File: src/rtl/serial_rx_pkg.sv
// Shared types and default constants for the serial frame receiver.
package serial_rx_pkg;

  typedef enum logic [1:0] {
    HUNT   = 2'd0,
    DATA   = 2'd1,
    PARITY = 2'd2
  } rx_state_t;

  localparam int              DATA_W_DEF       = 8;
  localparam int              SYNC_W_DEF       = 4;
  localparam logic [3:0]      SYNC_PATTERN_DEF = 4'b1011;

endpackage

File: src/rtl/rx_shift_reg.sv
// Serial-in / parallel-out shift register with enable and synchronous clear.
// LSB_FIRST=0: bits enter at the LSB, so the first bit ends up at the MSB.
// LSB_FIRST=1: bits enter at the MSB, so after WIDTH shifts the first bit
//              sits at bit 0 (payload[counter] ordering).
module rx_shift_reg
  import serial_rx_pkg::*;
#(
  parameter int WIDTH     = 8,
  parameter bit LSB_FIRST = 1'b0
) (
  input  logic             clk_i,
  input  logic             clr_i,
  input  logic             en_i,
  input  logic             bit_i,
  output logic [WIDTH-1:0] data_o
);

  logic [WIDTH-1:0] data_q;
  logic [WIDTH-1:0] data_d;

  // Next value: clear wins over shift; hold when not enabled.
  always_comb begin
    data_d = data_q;
    if (clr_i) begin
      data_d = '0;
    end else if (en_i) begin
      if (LSB_FIRST) begin
        data_d = {bit_i, data_q[WIDTH-1:1]};
      end else begin
        data_d = {data_q[WIDTH-2:0], bit_i};
      end
    end
  end

  // Register update.
  always_ff @(posedge clk_i) begin
    data_q <= data_d;
  end

  assign data_o = data_q;

endmodule

File: src/rtl/serial_frame_rx.sv
// Serial frame receiver: hunts for a sync word, collects an LSB-first
// payload, checks even parity and presents the byte on a valid/ready
// output register with a sticky overrun flag.
//
// state  | meaning
// HUNT   | shifting bits into the sync register, waiting for SYNC_PATTERN
// DATA   | collecting payload bits, counter indexes the next payload bit
// PARITY | next sampled bit is the parity bit that completes the frame
module serial_frame_rx
  import serial_rx_pkg::*;
#(
  parameter int                DATA_W       = DATA_W_DEF,
  parameter int                SYNC_W       = SYNC_W_DEF,
  parameter logic [SYNC_W-1:0] SYNC_PATTERN = SYNC_W'(SYNC_PATTERN_DEF)
) (
  input  logic              clk_i,
  input  logic              reset_i,
  input  logic              data_in_i,
  input  logic              bit_en_i,
  input  logic              byte_ready_i,
  output logic [DATA_W-1:0] byte_out_o,
  output logic              byte_valid_o,
  output logic              parity_err_o,
  output logic              overrun_o,
  output logic              busy_o
);

  localparam int                CNT_W    = $clog2(DATA_W);
  localparam logic [CNT_W-1:0]  CNT_LAST = CNT_W'(DATA_W - 1);

  rx_state_t          state_q, state_d;
  logic [CNT_W-1:0]   cnt_q, cnt_d;
  logic [DATA_W-1:0]  byte_q, byte_d;
  logic               valid_q, valid_d;
  logic               err_q, err_d;
  logic               ovr_q, ovr_d;

  logic [SYNC_W-1:0]  sync_q;
  logic [DATA_W-1:0]  payload_q;
  logic [SYNC_W-1:0]  sync_shift;
  logic               sync_hit;
  logic               sync_clr;
  logic               sync_en;
  logic               pay_en;
  logic               frame_done;
  logic               par_mis;
  logic               accept;

  // The sync register is held clear outside HUNT so that any return to HUNT
  // starts from zero and frame bits can never contribute to a sync match.
  assign sync_clr = !reset_i || (state_q != HUNT);
  assign sync_en  = bit_en_i && (state_q == HUNT);
  assign pay_en   = bit_en_i && (state_q == DATA);

  rx_shift_reg #(
    .WIDTH     (SYNC_W),
    .LSB_FIRST (1'b0)
  ) u_sync_sr (
    .clk_i  (clk_i),
    .clr_i  (sync_clr),
    .en_i   (sync_en),
    .bit_i  (data_in_i),
    .data_o (sync_q)
  );

  // Payload is fully overwritten every frame, so only reset clears it.
  rx_shift_reg #(
    .WIDTH     (DATA_W),
    .LSB_FIRST (1'b1)
  ) u_payload_sr (
    .clk_i  (clk_i),
    .clr_i  (!reset_i),
    .en_i   (pay_en),
    .bit_i  (data_in_i),
    .data_o (payload_q)
  );

  // Match is judged on the post-shift sync value, allowing overlapping hits.
  assign sync_shift = {sync_q[SYNC_W-2:0], data_in_i};
  assign sync_hit   = (sync_shift == SYNC_PATTERN);

  assign frame_done = bit_en_i && (state_q == PARITY);
  assign par_mis    = (^payload_q) ^ data_in_i;
  assign accept     = frame_done && (!valid_q || byte_ready_i);

  // Next-state, counter and output-register decisions.
  always_comb begin
    state_d = state_q;
    cnt_d   = cnt_q;
    byte_d  = byte_q;
    valid_d = valid_q;
    err_d   = err_q;
    ovr_d   = ovr_q;

    case (state_q)
      HUNT: begin
        if (bit_en_i && sync_hit) begin
          state_d = DATA;
          cnt_d   = '0;
        end
      end
      DATA: begin
        if (bit_en_i) begin
          if (cnt_q == CNT_LAST) begin
            state_d = PARITY;
            cnt_d   = '0;
          end else begin
            cnt_d = cnt_q + CNT_W'(1);
          end
        end
      end
      PARITY: begin
        if (bit_en_i) begin
          state_d = HUNT;
        end
      end
      default: begin
        state_d = HUNT;
        cnt_d   = '0;
      end
    endcase

    // A completed frame loads if the slot is free or being freed this edge;
    // otherwise it is dropped and the old byte is kept.
    if (accept) begin
      byte_d  = payload_q;
      err_d   = par_mis;
      valid_d = 1'b1;
    end else if (frame_done) begin
      ovr_d = 1'b1;
    end else if (valid_q && byte_ready_i) begin
      valid_d = 1'b0;
    end
  end

  // FSM and output registers with synchronous active-low reset.
  always_ff @(posedge clk_i) begin
    if (!reset_i) begin
      state_q <= HUNT;
      cnt_q   <= '0;
      byte_q  <= '0;
      valid_q <= 1'b0;
      err_q   <= 1'b0;
      ovr_q   <= 1'b0;
    end else begin
      state_q <= state_d;
      cnt_q   <= cnt_d;
      byte_q  <= byte_d;
      valid_q <= valid_d;
      err_q   <= err_d;
      ovr_q   <= ovr_d;
    end
  end

  assign byte_out_o   = byte_q;
  assign byte_valid_o = valid_q;
  assign parity_err_o = err_q;
  assign overrun_o    = ovr_q;
  assign busy_o       = (state_q != HUNT);

endmodule

File: config.mk
export PLATFORM = sky130hd
export DESIGN_NAME = serial_frame_rx
export DESIGN_NICKNAME = d
export VERILOG_FILES = /design/src/rtl/serial_rx_pkg.sv /design/src/rtl/rx_shift_reg.sv /design/src/rtl/serial_frame_rx.sv
export SDC_FILE = /design/constraint.sdc
export NUM_CORES = 1
export LEC_CHECK = 0
export CAP_MARGIN = 25
export CORE_MARGIN = 10
export CORE_UTILIZATION = 52
export DETAILED_ROUTE_END_ITERATION = 6
export GPL_ROUTABILITY_DRIVEN = 0
export PLACE_DENSITY = 0.77
export SLEW_MARGIN = 20
export SYNTH_ARGS = -nofsm -noshare
export SYNTH_HDL_FRONTEND = slang
export SYNTH_SLANG_ARGS = --single-unit
File: constraint.sdc
create_clock -name clk_i -period 1.56 [get_ports clk_i]
set_input_delay 0.312 -clock clk_i [delete_from_list [all_inputs] [get_ports clk_i]]
set_output_delay 0.312 -clock clk_i [all_outputs]
set_load 0.005 [all_outputs]
Word-level counts from Yosys, hierarchy flattened
Index checks and enable logic that the tools add are counted.
- add/sub/neg operators: 1
- equality and inequality tests: 9
- mux-type cells: 12
- bitwise gates (word level): 3
- reductions and logical operators: 18
- operators with widths (operator ; number):
    3-bit 2-to-1 mux ; 3
    3-bit case mux with 3 select lines ; 1
    2-bit 2-to-1 mux ; 4
    8-bit XOR reduction ; 1
    1-bit logical AND ; 6
    2-bit by 1-bit != test with 1-bit output, second input constant ; 3
    2-bit case mux with 3 select lines ; 1
    4-bit equality test, second input constant ; 1
    2-bit != test, second input constant ; 2
    2-bit AND reduction ; 2
    4-bit AND reduction ; 1
    2-bit nonzero test ; 2
    3-bit by 1-bit adder with 3-bit output, second input constant ; 1
    3-bit equality test, second input constant ; 1
    1-bit 2-to-1 mux ; 3
    3-bit AND reduction ; 1
    2-bit by 1-bit equality test with 1-bit output, second input constant ; 1
    2-bit equality test, second input constant ; 1
    1-bit zero test ; 2
    2-bit zero test ; 1
    1-bit logical OR ; 2
    1-bit NOT ; 2
    1-bit XOR ; 1
- flip-flop bits (word level): 27
- bits of input ports: 5
- output and inout port bits: 12
- word-level logic and storage cells: 51

Depth between registers and ports, before layout
- depth after elaboration: 5
- gate-level depth with buffers: 6

Cells and area by module
Synthesis repeated with hierarchy kept, for this count alone.
- cell total of the unflattened synthesis: 117
- area total of the unflattened synthesis: 1183.6 um2
- by module, submodules not included (module ; instances ; cells an instance ; area each (um2) ; sequential area each (um2)):
    serial_frame_rx ; 1 ; 78 ; 758.2 ; 320.3
    rx_shift_reg at u_payload_sr ; 1 ; 26 ; 285.3 ; 160.2
    rx_shift_reg at u_sync_sr ; 1 ; 13 ; 140.1 ; 80.1

Worst setup path after synthesis
Ideal clock, no wire load.
- path type: input-to-reg
- start point: in bit_en_i
- end point: reg byte_q[0] (netlist: byte_out_o[0])
- setup time: 0.116 ns
- arrival time: 1.130 ns
- required time: 1.444 ns
- slack: 0.314 ns
- stages on the path: 6
- cell sequence: buf_2 > nand3b_4 > nor2b_2 > buf_6 > mux2i_1 > nor2b_1
- word-level cells in the longest chain between the ends: 2
- ends and longest elaborated chain (element ; RTL line ; RTL):
    start, declared ; serial_frame_rx.sv:19 ; input logic bit_en_i,
    1-bit logical AND ; serial_frame_rx.sv:82 ; assign frame_done = bit_en_i && (state_q == PARITY);
    1-bit logical AND ; serial_frame_rx.sv:84 ; assign accept = frame_done && (!valid_q || byte_ready_i);
    end signal, assigned ; serial_frame_rx.sv:148 ; byte_q <= byte_d;
    end, declared ; serial_frame_rx.sv:33 ; logic [DATA_W-1:0] byte_q, byte_d;
Every way passes these cells.
A chain may end at the register's enable or synchronous reset.

Worst setup path in the final report
- start point: reg byte_q[2] (netlist: byte_out_o[2])
- end point: out byte_out_o[2]
- RTL lines (element ; RTL line ; RTL):
    end, declared ; serial_frame_rx.sv:21 ; output logic [DATA_W-1:0] byte_out_o,
No word-level cell between the ends.

==> metrics.md <==
| Metric | Value |
|---|---|
| CP bufs+invs | `1` |
| Vias | `between 900 and 1000` |
| Rows | `17` |
| Synth warn | `0` |
| Gate count of the mapped netlist | `between 100 and 150` |
| # fillers | `roughly 180` |
| TritonCTS clock tree | `done` |
| GRT Util Overall | `0.105` |
| Post-Route WL | `around 2.3 mm` |
| Synth Area in XOR/XNOR | `0.0560` |
| Slew Limit Fails | `0` |
| Ant. Diodes | `0` |
| LEAKAGE | `approximately 0.00055 uW` |
| Total gr overflow | `0` |
| Compound-cell area share of the yosys netlist | `0.112` |
| Yosys reg bits | `27` |
| Root buffer cell | `clkbuf_4` |
| Syn nets | `~130` |
| Chip Width | `between 60 and 70 um` |
| Worst-skew pair later-pin latency | `between 0.3 and 0.4 ns` |
| Crit-path cells | `clkdlybuf4s50_1` |
| Area Overhead vs Synth | `25.7%` |
| Layout Skew | `about 0.0073 ns` |
| Actual transition at the worst max-transition pin | `about 0.26 ns` |
| Post-route ant nets | `0` |
| Slew margin rel. | `0.821` |
| Slowest stage delay, CP | `roughly 0.50 ns` |
| Avg Vias per Cell | `a little over 5` |
| Vias in the first global route | `roughly 880` |
| Mux cell area share after synthesis | `0.0845` |
| First-pass GRT wire length | `around 3.8 mm` |
| # DRC | `0` |
| Tcrit/Tclk final | `0.964` |
| Clock-pin slew on the worst setup and hold paths | `0.15 ns` |
| Setup violators final | `0` |
| Max clock buf depth | `2` |
| Die span in y | `about 68 um` |
| Core area | `around 2200 um2` |
| CTS Hold Bufs | `0` |
| CP Launch Type | `register` |
| CTS sink count | `27` |
| CP top delay family | `buffers and inverters` |
| Final layout net count | `around 160` |
| Worst-path fanout max | `2` |
| Final critical-path required period | `between 1.5 and 2 ns` |
| Slowest library cell on the worst path | `clkdlybuf4s50_1` |
| Most common cell after layout, fill and taps aside | `dfxtp_1` |
| Worst Hold Class | `reg -> reg` |
| DR pass1 iterations | `4` |
| Initial antenna violation count | `0` |
| Main combinational cell family by area after synthesis | `simple AND/OR/NAND/NOR gates` |
| Fmax | `between 600 and 700 MHz` |
| Post-CTS Setup Bufs | `0` |
| Adder-cell share of the synthesized area | `0.0211` |
| Avg Cell Area, Syn | `9.71 um2` |
| Initial Util | `0.541` |
| RSZ-0062 raised after global routing | `no` |
| Sequential fraction of the synthesis area | `0.456` |
| Buffers on Ports | `16` |
| Worst hold slack | `roughly 0.50 ns` |
| Post-DP HPWL | `roughly 1.7 mm` |
| Cell area power density | `roughly 700 nW/um2` |
| Required time of the critical path | `roughly 1.3 ns` |
| Largest net degree at the start of global routing | `17` |
| Drt initial violations | `26` |
| Crit path DAT | `between 1 and 1.5 ns` |
| Distinct cell type count after synthesis | `29` |
| FF-to-FF setup slack | `0.25 ns` |
| Share of cells above drive strength 1 | `0.176` |
| Reg area | `about 550 um2` |
| Commonest cells after routing, fill and taps aside | `20 x dfxtp_1, 19 x nand2_1, 15 x clkdlybuf4s50_1` |
| VDD IR max | `roughly 0.0007 V` |
| TritonCTS Buffers | `3` |
| Die area | `~4600 um2` |
| Pwr Total | `around 1100 uW` |
| Number of max-cap violations | `0` |
| Multi-input gate area | `~600 um2` |
| Crit end category | `primary output` |
| Final Hold Fails | `0` |
| Htree depth | `1` |
| CP Class | `reg -> out` |
| Outcome | `completed` |
| I/O pin cnt | `17` |
| Cell Area, Synth | `1180 um2` |
| Post-synthesis simple-gate area fraction | `0.234` |
| Routed WL per cell | `about 13 um` |
-- worst paths after layout --
path              cells past startpoint                    from             to
setup reg to reg                      4  u_payload_sr.data_o[5]   parity_err_o
setup / recovery                      1           byte_out_o[2]  byte_out_o[2]
hold / removal                        1               overrun_o      overrun_o
hold reg to reg                       1               overrun_o      overrun_o
-- repair_timing --
item                                   CTS  global route
pin swaps                                0             0
gates resized for setup                  3             5
endpoints found under the hold margin    0             0
setup endpoints to repair                1             5
-- worst register-to-register path, stage by stage, from the launching register on --
cell and delay, ns:
dfxtp_1 0.44, xor2_1 0.16, xnor3_1 0.43, nand4b_1 0.09, o221ai_1 0.10
-- per-layer routing --
metal | track usage | vias up | wire, um
met5 | 0 | - | 0
met4 | 0.0436 | 0 | 45
li1 | - | 462 | -
met1 | 0.127 | 422 | 1000
met2 | 0.174 | 15 | 1080
met3 | 0.0281 | 6 | 146
-- per-stage QoR --
step / TNS (ns) / worst slack [ns] / utilization / cells / instance area [um2]
2_1_floorplan: 0 / 0.314 / - / 122 / 1180
3_3_place_gp: -0.993 / -0.0893 / 0.662 / 172 / 1450
3_5_place_dp: -1.70 / -0.173 / 0.662 / 172 / 1450
4_1_cts: 0 / 0.0171 / 0.677 / 176 / 1480
5_1_grt: 0 / 0.00464 / 0.680 / 176 / 1490
6_report: 0 / 0.0564 / 0.680 / 176 / 1490
-- synthesized netlist by cell type, drive strengths merged --
cell | instances | area [um2]
a21boi | 9 | 67.6
nor2 | 6 | 22.5
mux2i | 10 | 100
a22oi | 2 | 15.0
ha | 2 | 25.0
o31a | 1 | 8.76
o21a | 1 | 7.51
xor2 | 2 | 17.5
nand4b | 1 | 8.76
dfxtp | 27 | 541
nand2 | 19 | 71.3
nand2b | 2 | 12.5
buf | 5 | 31.3
nand3 | 2 | 10.0
clkbuf | 2 | 7.51
xnor3 | 1 | 22.5
o21ai | 2 | 10.0
xnor2 | 3 | 26.3
nor3b | 2 | 15.0
inv | 1 | 3.75
a21oi | 3 | 15.0
and3b | 1 | 8.76
nand3b | 3 | 35.0
nor2b | 13 | 83.8
o221ai | 1 | 8.76
nor4bb | 1 | 10.0
-- cell type report --
class                   instances  area share
well taps                      28      0.0235
multi-input cells              87       0.404
repair buffers                 29       0.181
clock inverters                 1     0.00504
clock buffers                   3      0.0151
flip-flops and latches         27       0.369
inverters                       1     0.00252
-- flip-flops by register name, summed over array words and instances, names as in the netlist --
register             flops
cnt_q                    3
u_payload_sr.data_o      8
byte_out_o               8
state_q                  2
overrun_o                1
byte_valid_o             1
parity_err_o             1
u_sync_sr.data_o         3
-- power by group --
group	switching (uW)	internal (uW)	total, uW
registers	1.72	692	694
logic	21.1	29.3	50.4
clock network	213	98.2	312
-- logic make-up (layout without fill, tap and decap cells) --
kind of cell,Yosys count,after routing
AO/OA/AOI/OAI,19,19
XOR/XNOR,6,6
adder cells (fa/ha/maj),2,2
buffers and inverters,8,34
flip-flops,27,27
multiplexers,10,10
AND/OR/NAND/NOR,50,50
No activity file was read; power rests on OpenSTA's default activity.
